<file path="src/rtl/riscv_ctrl_pkg.sv">
// riscv_ctrl_pkg: shared encodings for the multicycle RISC-V control unit.
package riscv_ctrl_pkg;
  typedef enum logic [3:0] {
    S_FETCH    = 4'd0,
    S_DECODE   = 4'd1,
    S_MEMADR   = 4'd2,
    S_MEMREAD  = 4'd3,
    S_MEMWB    = 4'd4,
    S_MEMWRITE = 4'd5,
    S_EXECR    = 4'd6,
    S_EXECI    = 4'd7,
    S_ALUWB    = 4'd8,
    S_BRANCH   = 4'd9,
    S_JAL      = 4'd10
  } state_t;
  localparam logic [6:0] OP_LW  = 7'b0000011;
  localparam logic [6:0] OP_SW  = 7'b0100011;
  localparam logic [6:0] OP_R   = 7'b0110011;
  localparam logic [6:0] OP_I   = 7'b0010011;
  localparam logic [6:0] OP_BR  = 7'b1100011;
  localparam logic [6:0] OP_JAL = 7'b1101111;
  localparam logic [2:0] ALU_ADD = 3'b000;
  localparam logic [2:0] ALU_SUB = 3'b001;
  localparam logic [2:0] ALU_MUL = 3'b010;
  localparam logic [2:0] ALU_AND = 3'b011;
  localparam logic [2:0] ALU_OR  = 3'b100;
  localparam logic [2:0] ALU_XOR = 3'b101;
  localparam logic [2:0] ALU_SLL = 3'b110;
  localparam logic [2:0] ALU_SLT = 3'b111;
  localparam logic [1:0] RES_ALUOUT = 2'b00;
  localparam logic [1:0] RES_DATA   = 2'b01;
  localparam logic [1:0] RES_ALURES = 2'b10;
  localparam logic [1:0] SRCA_PC    = 2'b00;
  localparam logic [1:0] SRCA_OLDPC = 2'b01;
  localparam logic [1:0] SRCA_RS1   = 2'b10;
  localparam logic [1:0] SRCB_RS2   = 2'b00;
  localparam logic [1:0] SRCB_IMM   = 2'b01;
  localparam logic [1:0] SRCB_FOUR  = 2'b10;
  localparam logic [1:0] IMM_I = 2'b00;
  localparam logic [1:0] IMM_S = 2'b01;
  localparam logic [1:0] IMM_B = 2'b10;
  localparam logic [1:0] IMM_J = 2'b11;
endpackage

</file>
<file path="src/rtl/alu_decoder.sv">
// alu_decoder: maps funct3/funct7 to the 3-bit ALU operation for R-type and I-ALU.
module alu_decoder
  import riscv_ctrl_pkg::*;
(
  input  logic [2:0] funct3,
  input  logic [6:0] funct7,
  input  logic       is_r,
  output logic [2:0] alu_ctrl
);
  logic [2:0] op000;
  // funct7 only qualifies funct3=000 for register-register ops; immediates always add
  always_comb begin
    op000 = !is_r ? ALU_ADD : funct7 == 7'b0000001 ? ALU_MUL : funct7[5] ? ALU_SUB : ALU_ADD;
    alu_ctrl = funct3 == 3'b000 ? op000 :
               funct3 == 3'b111 ? ALU_AND :
               funct3 == 3'b110 ? ALU_OR  :
               funct3 == 3'b100 ? ALU_XOR :
               funct3 == 3'b001 ? ALU_SLL :
               funct3 == 3'b010 ? ALU_SLT : ALU_ADD;
  end
endmodule

</file>
<file path="src/rtl/multicycle_control_unit.sv">
// multicycle_control_unit: main FSM sequencing fetch/decode/execute/memory/writeback
// and driving datapath enables, mux selects and the ALU operation.
module multicycle_control_unit
  import riscv_ctrl_pkg::*;
#(
  parameter int STATE_WIDTH = 4
) (
  input  logic                   clk,
  input  logic                   rst_n,
  input  logic [6:0]             Op,
  input  logic [2:0]             Funct3,
  input  logic [6:0]             Funct7,
  input  logic                   Zero,
  output logic                   PCWrite,
  output logic                   AdrSrc,
  output logic                   MemWrite,
  output logic                   IRWrite,
  output logic [1:0]             ResultSrc,
  output logic [1:0]             ALUSrcA,
  output logic [1:0]             ALUSrcB,
  output logic                   RegWrite,
  output logic [1:0]             ImmSrc,
  output logic [2:0]             ALUControl,
  output logic [STATE_WIDTH-1:0] state_o
);
  state_t state, state_n;
  logic [2:0] dec_alu, alu;
  logic pc_write, adr_src, mem_write, ir_write, reg_write;
  logic [1:0] result_src, src_a, src_b;
  alu_decoder u_dec (
    .funct3  (Funct3),
    .funct7  (Funct7),
    .is_r    (Op == OP_R),
    .alu_ctrl(dec_alu)
  );
  always_ff @(posedge clk or negedge rst_n)
    if (!rst_n) state <= S_FETCH;
    else        state <= state_n;
  always_comb begin
    state_n    = S_FETCH;
    pc_write   = 1'b0;
    adr_src    = 1'b0;
    mem_write  = 1'b0;
    ir_write   = 1'b0;
    reg_write  = 1'b0;
    result_src = RES_ALUOUT;
    src_a      = SRCA_PC;
    src_b      = SRCB_RS2;
    alu        = ALU_ADD;
    case (state)
      S_FETCH: begin
        state_n    = S_DECODE;
        ir_write   = 1'b1;
        pc_write   = 1'b1;
        src_b      = SRCB_FOUR;
        result_src = RES_ALURES;
      end
      S_DECODE: begin
        state_n = Op == OP_LW || Op == OP_SW ? S_MEMADR :
                  Op == OP_R   ? S_EXECR  :
                  Op == OP_I   ? S_EXECI  :
                  Op == OP_BR  ? S_BRANCH :
                  Op == OP_JAL ? S_JAL    : S_FETCH;
        src_a   = SRCA_OLDPC;
        src_b   = SRCB_IMM;
      end
      S_MEMADR: begin
        state_n = Op == OP_LW ? S_MEMREAD : S_MEMWRITE;
        src_a   = SRCA_RS1;
        src_b   = SRCB_IMM;
      end
      S_MEMREAD: begin
        state_n = S_MEMWB;
        adr_src = 1'b1;
      end
      S_MEMWB: begin
        result_src = RES_DATA;
        reg_write  = 1'b1;
      end
      S_MEMWRITE: begin
        adr_src   = 1'b1;
        mem_write = 1'b1;
      end
      S_EXECR: begin
        state_n = S_ALUWB;
        src_a   = SRCA_RS1;
        alu     = dec_alu;
      end
      S_EXECI: begin
        state_n = S_ALUWB;
        src_a   = SRCA_RS1;
        src_b   = SRCB_IMM;
        alu     = dec_alu;
      end
      S_ALUWB: reg_write = 1'b1;
      S_BRANCH: begin
        src_a    = SRCA_RS1;
        alu      = ALU_SUB;
        pc_write = Funct3 == 3'b000 ? Zero : Funct3 == 3'b001 ? !Zero : 1'b0;
      end
      S_JAL: begin
        state_n  = S_ALUWB;
        src_a    = SRCA_OLDPC;
        src_b    = SRCB_FOUR;
        pc_write = 1'b1;
      end
      default: state_n = S_FETCH;
    endcase
  end
  // reset masks the FETCH decode so nothing is written while rst_n is held low
  assign PCWrite    = rst_n & pc_write;
  assign AdrSrc     = rst_n & adr_src;
  assign MemWrite   = rst_n & mem_write;
  assign IRWrite    = rst_n & ir_write;
  assign RegWrite   = rst_n & reg_write;
  assign ResultSrc  = rst_n ? result_src : 2'b00;
  assign ALUSrcA    = rst_n ? src_a : 2'b00;
  assign ALUSrcB    = rst_n ? src_b : 2'b00;
  assign ALUControl = rst_n ? alu : 3'b000;
  assign ImmSrc     = Op == OP_SW ? IMM_S : Op == OP_BR ? IMM_B : Op == OP_JAL ? IMM_J : IMM_I;
  assign state_o    = STATE_WIDTH'(state);
endmodule

</file>
<file path="config.mk">
export PLATFORM = sky130hd
export DESIGN_NAME = multicycle_control_unit
export DESIGN_NICKNAME = d
export VERILOG_FILES = /design/src/rtl/riscv_ctrl_pkg.sv /design/src/rtl/alu_decoder.sv /design/src/rtl/multicycle_control_unit.sv
export SDC_FILE = /design/constraint.sdc
export NUM_CORES = 1
export LEC_CHECK = 0
export ABC_AREA = 1
export CORE_AREA = 5 5 57 59
export DETAILED_ROUTE_END_ITERATION = 7
export DIE_AREA = 0 0 62 64
export PLACE_DENSITY = 0.65
export SLEW_MARGIN = 25
export SYNTH_ARGS = -nofsm -noshare
export SYNTH_HDL_FRONTEND = slang
export SYNTH_HIERARCHICAL = 1
export SYNTH_SLANG_ARGS = --single-unit
</file>
<file path="constraint.sdc">
create_clock -name clk -period 1.3 [get_ports clk]
set_input_delay 0.26 -clock clk [delete_from_list [all_inputs] [get_ports clk]]
set_output_delay 0.26 -clock clk [all_outputs]
set_load 0.03 [all_outputs]
</file>
==> results of run 1 <==
==> worst reg2reg max path: stages, from the launching register on <==
cell     delay, ns
dfrtp_2       0.42
nor2_4        0.19
inv_4         0.08
nor2_4        0.11
nand2_2       0.07
buf_4         0.13
buf_4         0.12
nand3_2       0.06
==> per-stage QoR <==
stage          setup slack [ns]   util  power [W]
2_1_floorplan            -0.245      -   0.000699
3_3_place_gp             -0.616  0.516    0.00105
3_5_place_dp             -0.646  0.516    0.00107
4_1_cts                  -0.376  0.605    0.00135
5_1_grt                  -0.443  0.640    0.00148
6_report                 -0.387  0.640    0.00140
==> routing by layer <==
layer / routed length, um / up-vias / part of all wire / GRT usage
li1: - / 540 / - / -
met1: 1030 / 488 / 0.37 / 0.146
met2: 1590 / 27 / 0.57 / 0.247
met3: 112 / 4 / 0.041 / 0.0221
met4: 34 / 0 / 0.012 / 0.0557
met5: 0 / - / 0 / 0
==> layout by cell type (no fill, tap or decap), types with 4 or more instances in the layout <==
cell | netlist | final
a21oi_1 | 8 | 4
buf_4 | 1 | 41
buf_6 | 0 | 26
dfrtp_2 | 0 | 4
dlygate4sd2_1 | 0 | 10
inv_1 | 17 | 5
inv_2 | 7 | 14
inv_4 | 0 | 4
nand2_1 | 34 | 21
nand2_2 | 1 | 8
nand2_4 | 0 | 6
nand3_1 | 13 | 8
nand3_2 | 1 | 4
nor2_1 | 16 | 8
nor2_4 | 2 | 12
==> worst paths after layout <==
| check | end | start |
|---|---|---|
| worst max-delay path | ALUSrcA[1] | state_o[1] |
| worst min-delay path | state_o[0] | rst_n |
| worst max register to register | state_o[2] | state_o[2] |
| worst min register to register | state_o[0] | state_o[2] |
| max in group asynchronous | state_o[3] | rst_n |
| min in group clk | state_o[1] | Op[4] |
==> final cells by class <==
type	count	area, um^2
Tap cell	31	38.8
Inverter	24	105
Fill cell	240	960
Clock buffer	3	22.5
Multi-Input combinational cell	88	678
Sequential cell	4	105
Timing Repair Buffer	84	753
==> power by group <==
part	total (W)	internal, W	switching, W	leakage, nW
Combinational	0.00105	0.000483	0.000565	0.821
Sequential	0.000197	0.000149	0.0000481	0.0475
Clock	0.000151	0.000103	0.0000482	0.0138
Total	0.00140	0.000735	0.000662	0.882
==> cells by family (layout without fill, tap and decap cells) <==
group                  after synthesis  in the layout
AOI/OAI and AO/OA                   12             12
and+or+nand+nor                     76             76
buffers and inverters               25            111
DFF                                  4              4
==> what timing repair did <==
item                                    4_1_cts  5_1_grt
resized for setup                            89       23
endpoints found under the setup margin       17       17
setup buffers                                10        2
pin swaps                                    25       10
==> impl_results.md, run 1 <==
- Status: finished with violations
- Failing checks: negative setup slack
- Worst r2r path cells: 7
- Via count: 1059
- Crit path arrival time: 1.43 ns
- Commonest cells post-synth: 34 x nand2_1, 17 x inv_1, 16 x nor2_1, 13 x nand3_1, 8 x a21oi_1
- DR DRC count: 0
- GPL Wtd Cong: 0.776
- Top post-synthesis cells by area: nand2_1 20%, dfrtp_1 16%, nand3_1 10%, inv_1 10%, nor2_1 9.5%
- Synth Area in Compound Gates: 0.111
- Top cell type's share of synthesized area: 0.202
- Mapped cell area: 631 um^2
- Max rail drop VDD: 0.000824 V
- Most common cell in the netlist: nand2_1
- CTS tree: yes
- Clk_lat worst skew: 0.23 ns
- Syn Nets: 137
- Warnings, synthesis: 6
- Post-synthesis adder-cell area fraction: 0
- Die width: 62 um
- Largest net degree at the start of global routing: 6
- CORE AREA: 2660 um^2
- Syn Inst Count: 117
- Number of flip-flops in the largest register: 4
- Post-synthesis mux area share: 0
- Clock sink count: 4
- Antenna Nets Post-Route: 0
- Die Area: 3970 um^2
- Total Neg Setup Slack: -4.03 ns
- Maximum achievable frequency: 593 MHz
- Post-synthesis simple-gate area fraction: 0.575
- Global route total overflow: 0
- # IOs: 40
- # H-tree levels: 1
- First-pass GRT wire length: 4220 um
- Lkg Pwr: 0.882 nW
- Clock Pin Slew Worst Setup and Hold Paths: 0.04 ns
- Crit path buffers/inverters: 3
- Largest family of logic cells by synthesized area: simple AND/OR/NAND/NOR gates
- CTS Buffer Depth: 2
- Worst slew pin tran: 0.285 ns
- Final worst path period share: 1.30
- Ant diodes: 0
- CP Class: reg2out
- Worst EP required: 1.04 ns
- Max-Slew Margin vs Limit: 0.809
- Design area: 1700 um^2
- Main flop type after synthesis: dfrtp_1
- CP most frequent cell: buf_4
- Vias in the first global route: 1051
- Post-synth ARST share: 1.00
- Final Hold Fails: 0
- TritonCTS Buffers: 3
- Flops & latches, synth: 4
- Largest stage delay on the critical path: 0.42 ns
- Worst hold slack: 0.272 ns
- Critical path's top delay family: flip-flops
- Post-route insts no fill: 234
- Post-layout nets: 225
- Initial Util: 0.237
- Min-delay worst type: in2async
- Minimum clock period: 1.69 ns
- Chip Height: 64 um
- Layout cell share with drive strength beyond 1: 0.695
- Startpoint types: register
- RSZ-0062 raised after global routing: true
- Post-Place Cells: 221
- Synth Area in XOR/XNOR: 0
- Final WS setup: -0.387 ns
- Hold-fix buffers at CTS: 0
- Final setup fails: 16
- Crit end category: output pin
- Worst clock skew: 0.00288 ns
- Post-synth cell types: 20
- Routed WL: 2770 um
- EDFF count, synth: 0
- Syn Area/Cell: 5.39 um^2
- Synth-to-Final Area Change: 170%
- Placed Area: 1370 um^2
- Initial antenna violation count: 0
- Drt initial violations: 21
- Routed len/inst: 11.8 um
- Final slew viol count: 0
- Sequential area share after synthesis: 0.159
- Length of the first detailed-routing pass in iterations: 4
- Slowest CP cell: dfrtp_2
- GRT Overall Usage: 0.135
- PortBufs: 39
- WP depth: 6
- CP Max Fanout: 4
- Pwr dens: 820 nW/um^2
- DP Wirelength: 2110 um
- Crit path cell chain: inv_4, buf_4, nor2_4, nand2_4, o211ai_1, buf_4
- R2R Setup Slk: 0.05 ns
- Num rows: 19
- Area leader, netlist: nand2_1
- Drt via density: 4.53
- MaxCap Viol Count: 0
- Root Buffer: clkbuf_4
No activity file was read; power rests on OpenSTA's default activity.
==> run 2, diff against run 1 <==
Settings changed: ABC_AREA 1 to unset, PLACE_DENSITY 0.65 to 0.66, TNS_END_PERCENT set to 20.
==> run 2 against run 1 <==
Effect of this change: largest cell class unchanged; clock power up 14%; maximum frequency shrank 8.8%; total power down 4.8%; the run still ends with negative setup slack left; largest power group unchanged; highest routed layer unchanged; global-route usage is 0.24 points lower.
==> impl_results.md, run 2 <==
- Final slew viol count: 0
- Maximum achievable frequency: 541 MHz
- Comb pwr share: 0.739
- Status: finished with violations
- Final WS setup: -0.548 ns
- Die Area: 3970 um^2
- Crit path cell chain: clkdlybuf4s50_1, buf_4, nor4b_2, a211oi_2, nor2_1, and3_1, buf_6
- Most common cell after layout, fill and taps aside: buf_4
- Drt via density: 4.72
- Initial Util: 0.244
- DP Wirelength: 2040 um
- Top cell type's share of synthesized area: 0.154
- Final Hold Fails: 0
- Most frequent cells in the layout: 33 x buf_4, 26 x buf_6, 7 x nor2_1, 7 x clkdlybuf4s50_1
- Critical path's top delay family: buffers and inverters
- RSZ-0062 raised after global routing: true
- Routed WL: 2670 um
- Number of flip-flops in the largest register: 4
- CP Class: in2out
- Routed len/inst: 13.7 um
- Initial antenna violation count: 0
- First-pass GRT wire length: 4130 um
- Clk pwr share: 0.130
- Placed Area: 1270 um^2
- CP Max Fanout: 2
- Sw Ratio: 0.434
- Antenna Nets Post-Route: 0
- Crit path buffers/inverters: 3
- Sw Pwr: 0.000578 W
- Num rows: 19
- Max rail drop VDD: 0.000714 V
- Root Buffer: clkbuf_4
- Syn Nets: 109
- Design area: 1510 um^2
- R2R Setup Slk: 0.08 ns
- DR DRC count: 0
- CTS tree: yes
- # IOs: 40
- Synth-to-Final Area Change: 133%
- Top post-synthesis cells by area: dfrtp_1 15%, xnor2_1 8.1%, and3_1 6.7%, nor2_1 5.8%, nor2b_1 5.8%
- GRT Overall Usage: 0.133
- Length of the first detailed-routing pass in iterations: 3
- # H-tree levels: 1
- Final worst path period share: 1.42
- Max-Slew Margin vs Limit: 0.831
- Tot Pwr: 0.00133 W
- Warnings, synthesis: 6
- Clock Pin Slew Worst Setup and Hold Paths: 0.05 ns
- Flops & latches, synth: 4
- Chip Height: 64 um
- EDFF count, synth: 0
- Clock sink count: 4
- Commonest cells post-synth: 10 x nor2_1, 7 x and3_1, 6 x nor2b_1, 6 x xnor2_1
- Failing checks: negative setup slack
- RR Startpoint: state_o[1]
- Die width: 62 um
- Sequential area share after synthesis: 0.154
- MaxCap Viol Count: 0
- Post-synth ARST share: 1.00
- Main flop type after synthesis: dfrtp_1
- Startpoint types: input pin
- Pwr dens: 880 nW/um^2
- PortBufs: 39
- Clk_lat worst skew: 0.24 ns
- Minimum clock period: 1.85 ns
- TritonCTS Buffers: 3
- Worst clock skew: 0.0109 ns
- Syn Area/Cell: 7.30 um^2
- Seq pwr share: 0.132
- Slowest CP cell: clkdlybuf4s50_1
- Final setup fails: 17
- Post-synth cell types: 34
- Most common cell in the netlist: nor2_1
- Via count: 921
- Area leader, netlist: dfrtp_1
- Largest stage delay on the critical path: 0.44 ns
- Worst R2R End: state_o[0]
- Mapped cell area: 649 um^2
- Lkg Pwr: 0.689 nW
- Drt initial violations: 10
- GPL Wtd Cong: 0.842
- Min-delay worst type: in2async
- Syn Inst Count: 89
- Layout cell share with drive strength beyond 1: 0.591
- Worst r2r path cells: 3
- Crit end category: output pin
- Worst EP required: 1.04 ns
- CORE AREA: 2660 um^2
- P_int: 0.000752 W
- Hold-fix buffers at CTS: 0
- Worst slew pin tran: 0.253 ns
- CTS Buffer Depth: 2
- Largest net degree at the start of global routing: 9
- Global route total overflow: 0
- Ant diodes: 0
- Crit path arrival time: 1.59 ns
- Post-layout nets: 185
- Vias in the first global route: 975
[run 2: cell count changes after synthesis, sizes merged, moves of 3 or more]
cell,before,now
a21oi,8,4
and3,0,8
clkbuf,0,4
inv,24,2
nand2,35,5
nand2b,0,3
nand3,14,1
nand3b,0,3
nor2,22,10
nor2b,0,6
nor4b,0,3
o21a,0,5
xnor2,0,6
[run 2: cells by family (layout without fill, tap and decap cells)]
family                 count (synthesis)  count (layout)  synth area share
AND/OR/NAND/NOR                       50              50             0.464
flip-flops                             4               4             0.154
buffers and inverters                  8              83            0.0559
XOR/XNOR                               8               8             0.108
multiplexers                           2               2            0.0308
AO/OA/AOI/OAI                         17              17             0.187
[run 2: area by class of cell]
| class | instances | area, um^2 |
|---|---|---|
| inverter | 2 | 7.51 |
| clock buffer | 4 | 26.3 |
| fill | 245 | 1150 |
| sequential | 4 | 104 |
| timing repair buffer | 77 | 688 |
| tap | 31 | 38.8 |
| multi-input combinational | 77 | 647 |
[run 2: repair_timing]
item,4_1_cts,5_1_grt
setup buffers,3,3
endpoints found under the hold margin,0,0
resized for setup,57,20
setup endpoints to repair,21,20
pin swaps,18,14
[run 2: routing by layer]
layer  track usage  part of all wire  vias up
li1              -                 -      468
met1         0.146              0.38      422
met2         0.237              0.55       27
met3        0.0362             0.058        4
met4        0.0424             0.015        0
met5             0                 0        -
[run 2: how the worst max path moves through the flow]
stage | from | endpoint | slack (ns) | cells past startpoint
after floorplan | state_o[1] | ResultSrc[1] | -0.47 | 6
after global placement | Op[3] | ALUControl[0] | -0.92 | 10
after detailed placement | Op[3] | ALUControl[1] | -0.93 | 9
after CTS | Op[3] | ALUControl[1] | -0.60 | 9
after global routing | Op[3] | ALUControl[1] | -0.62 | 9
final | Funct7[5] | ALUControl[1] | -0.55 | 7
[run 2: power by group through the flow]
stage | registers, W | clock network [W] | logic, W
after floorplan | 0.000209 | 0 | 0.000443
after global placement | 0.000172 | 0 | 0.000829
after detailed placement | 0.000173 | 0 | 0.000841
after CTS | 0.000172 | 0.000177 | 0.000918
after global routing | 0.000176 | 0.000186 | 0.00105
final | 0.000175 | 0.000172 | 0.000983
[run 2: per-stage QoR]
stage	setup slack [ns]	TNS, ns	cells	hold slack [ns]	util
global route	-0.622	-5.69	195	0.0591	0.568
CTS	-0.601	-5.39	192	0.330	0.540
detailed placement	-0.934	-8.36	185	0.574	0.479
finish	-0.548	-4.79	195	0.0510	0.568
global placement	-0.916	-8.34	185	0.586	0.479
floorplan	-0.469	-4.68	89	-0.0356	-
[run 2: tightest hold or removal path: cells and delay by family]
family | cells | cell delay [ns]
buffers and inverters | 3 | 0.35
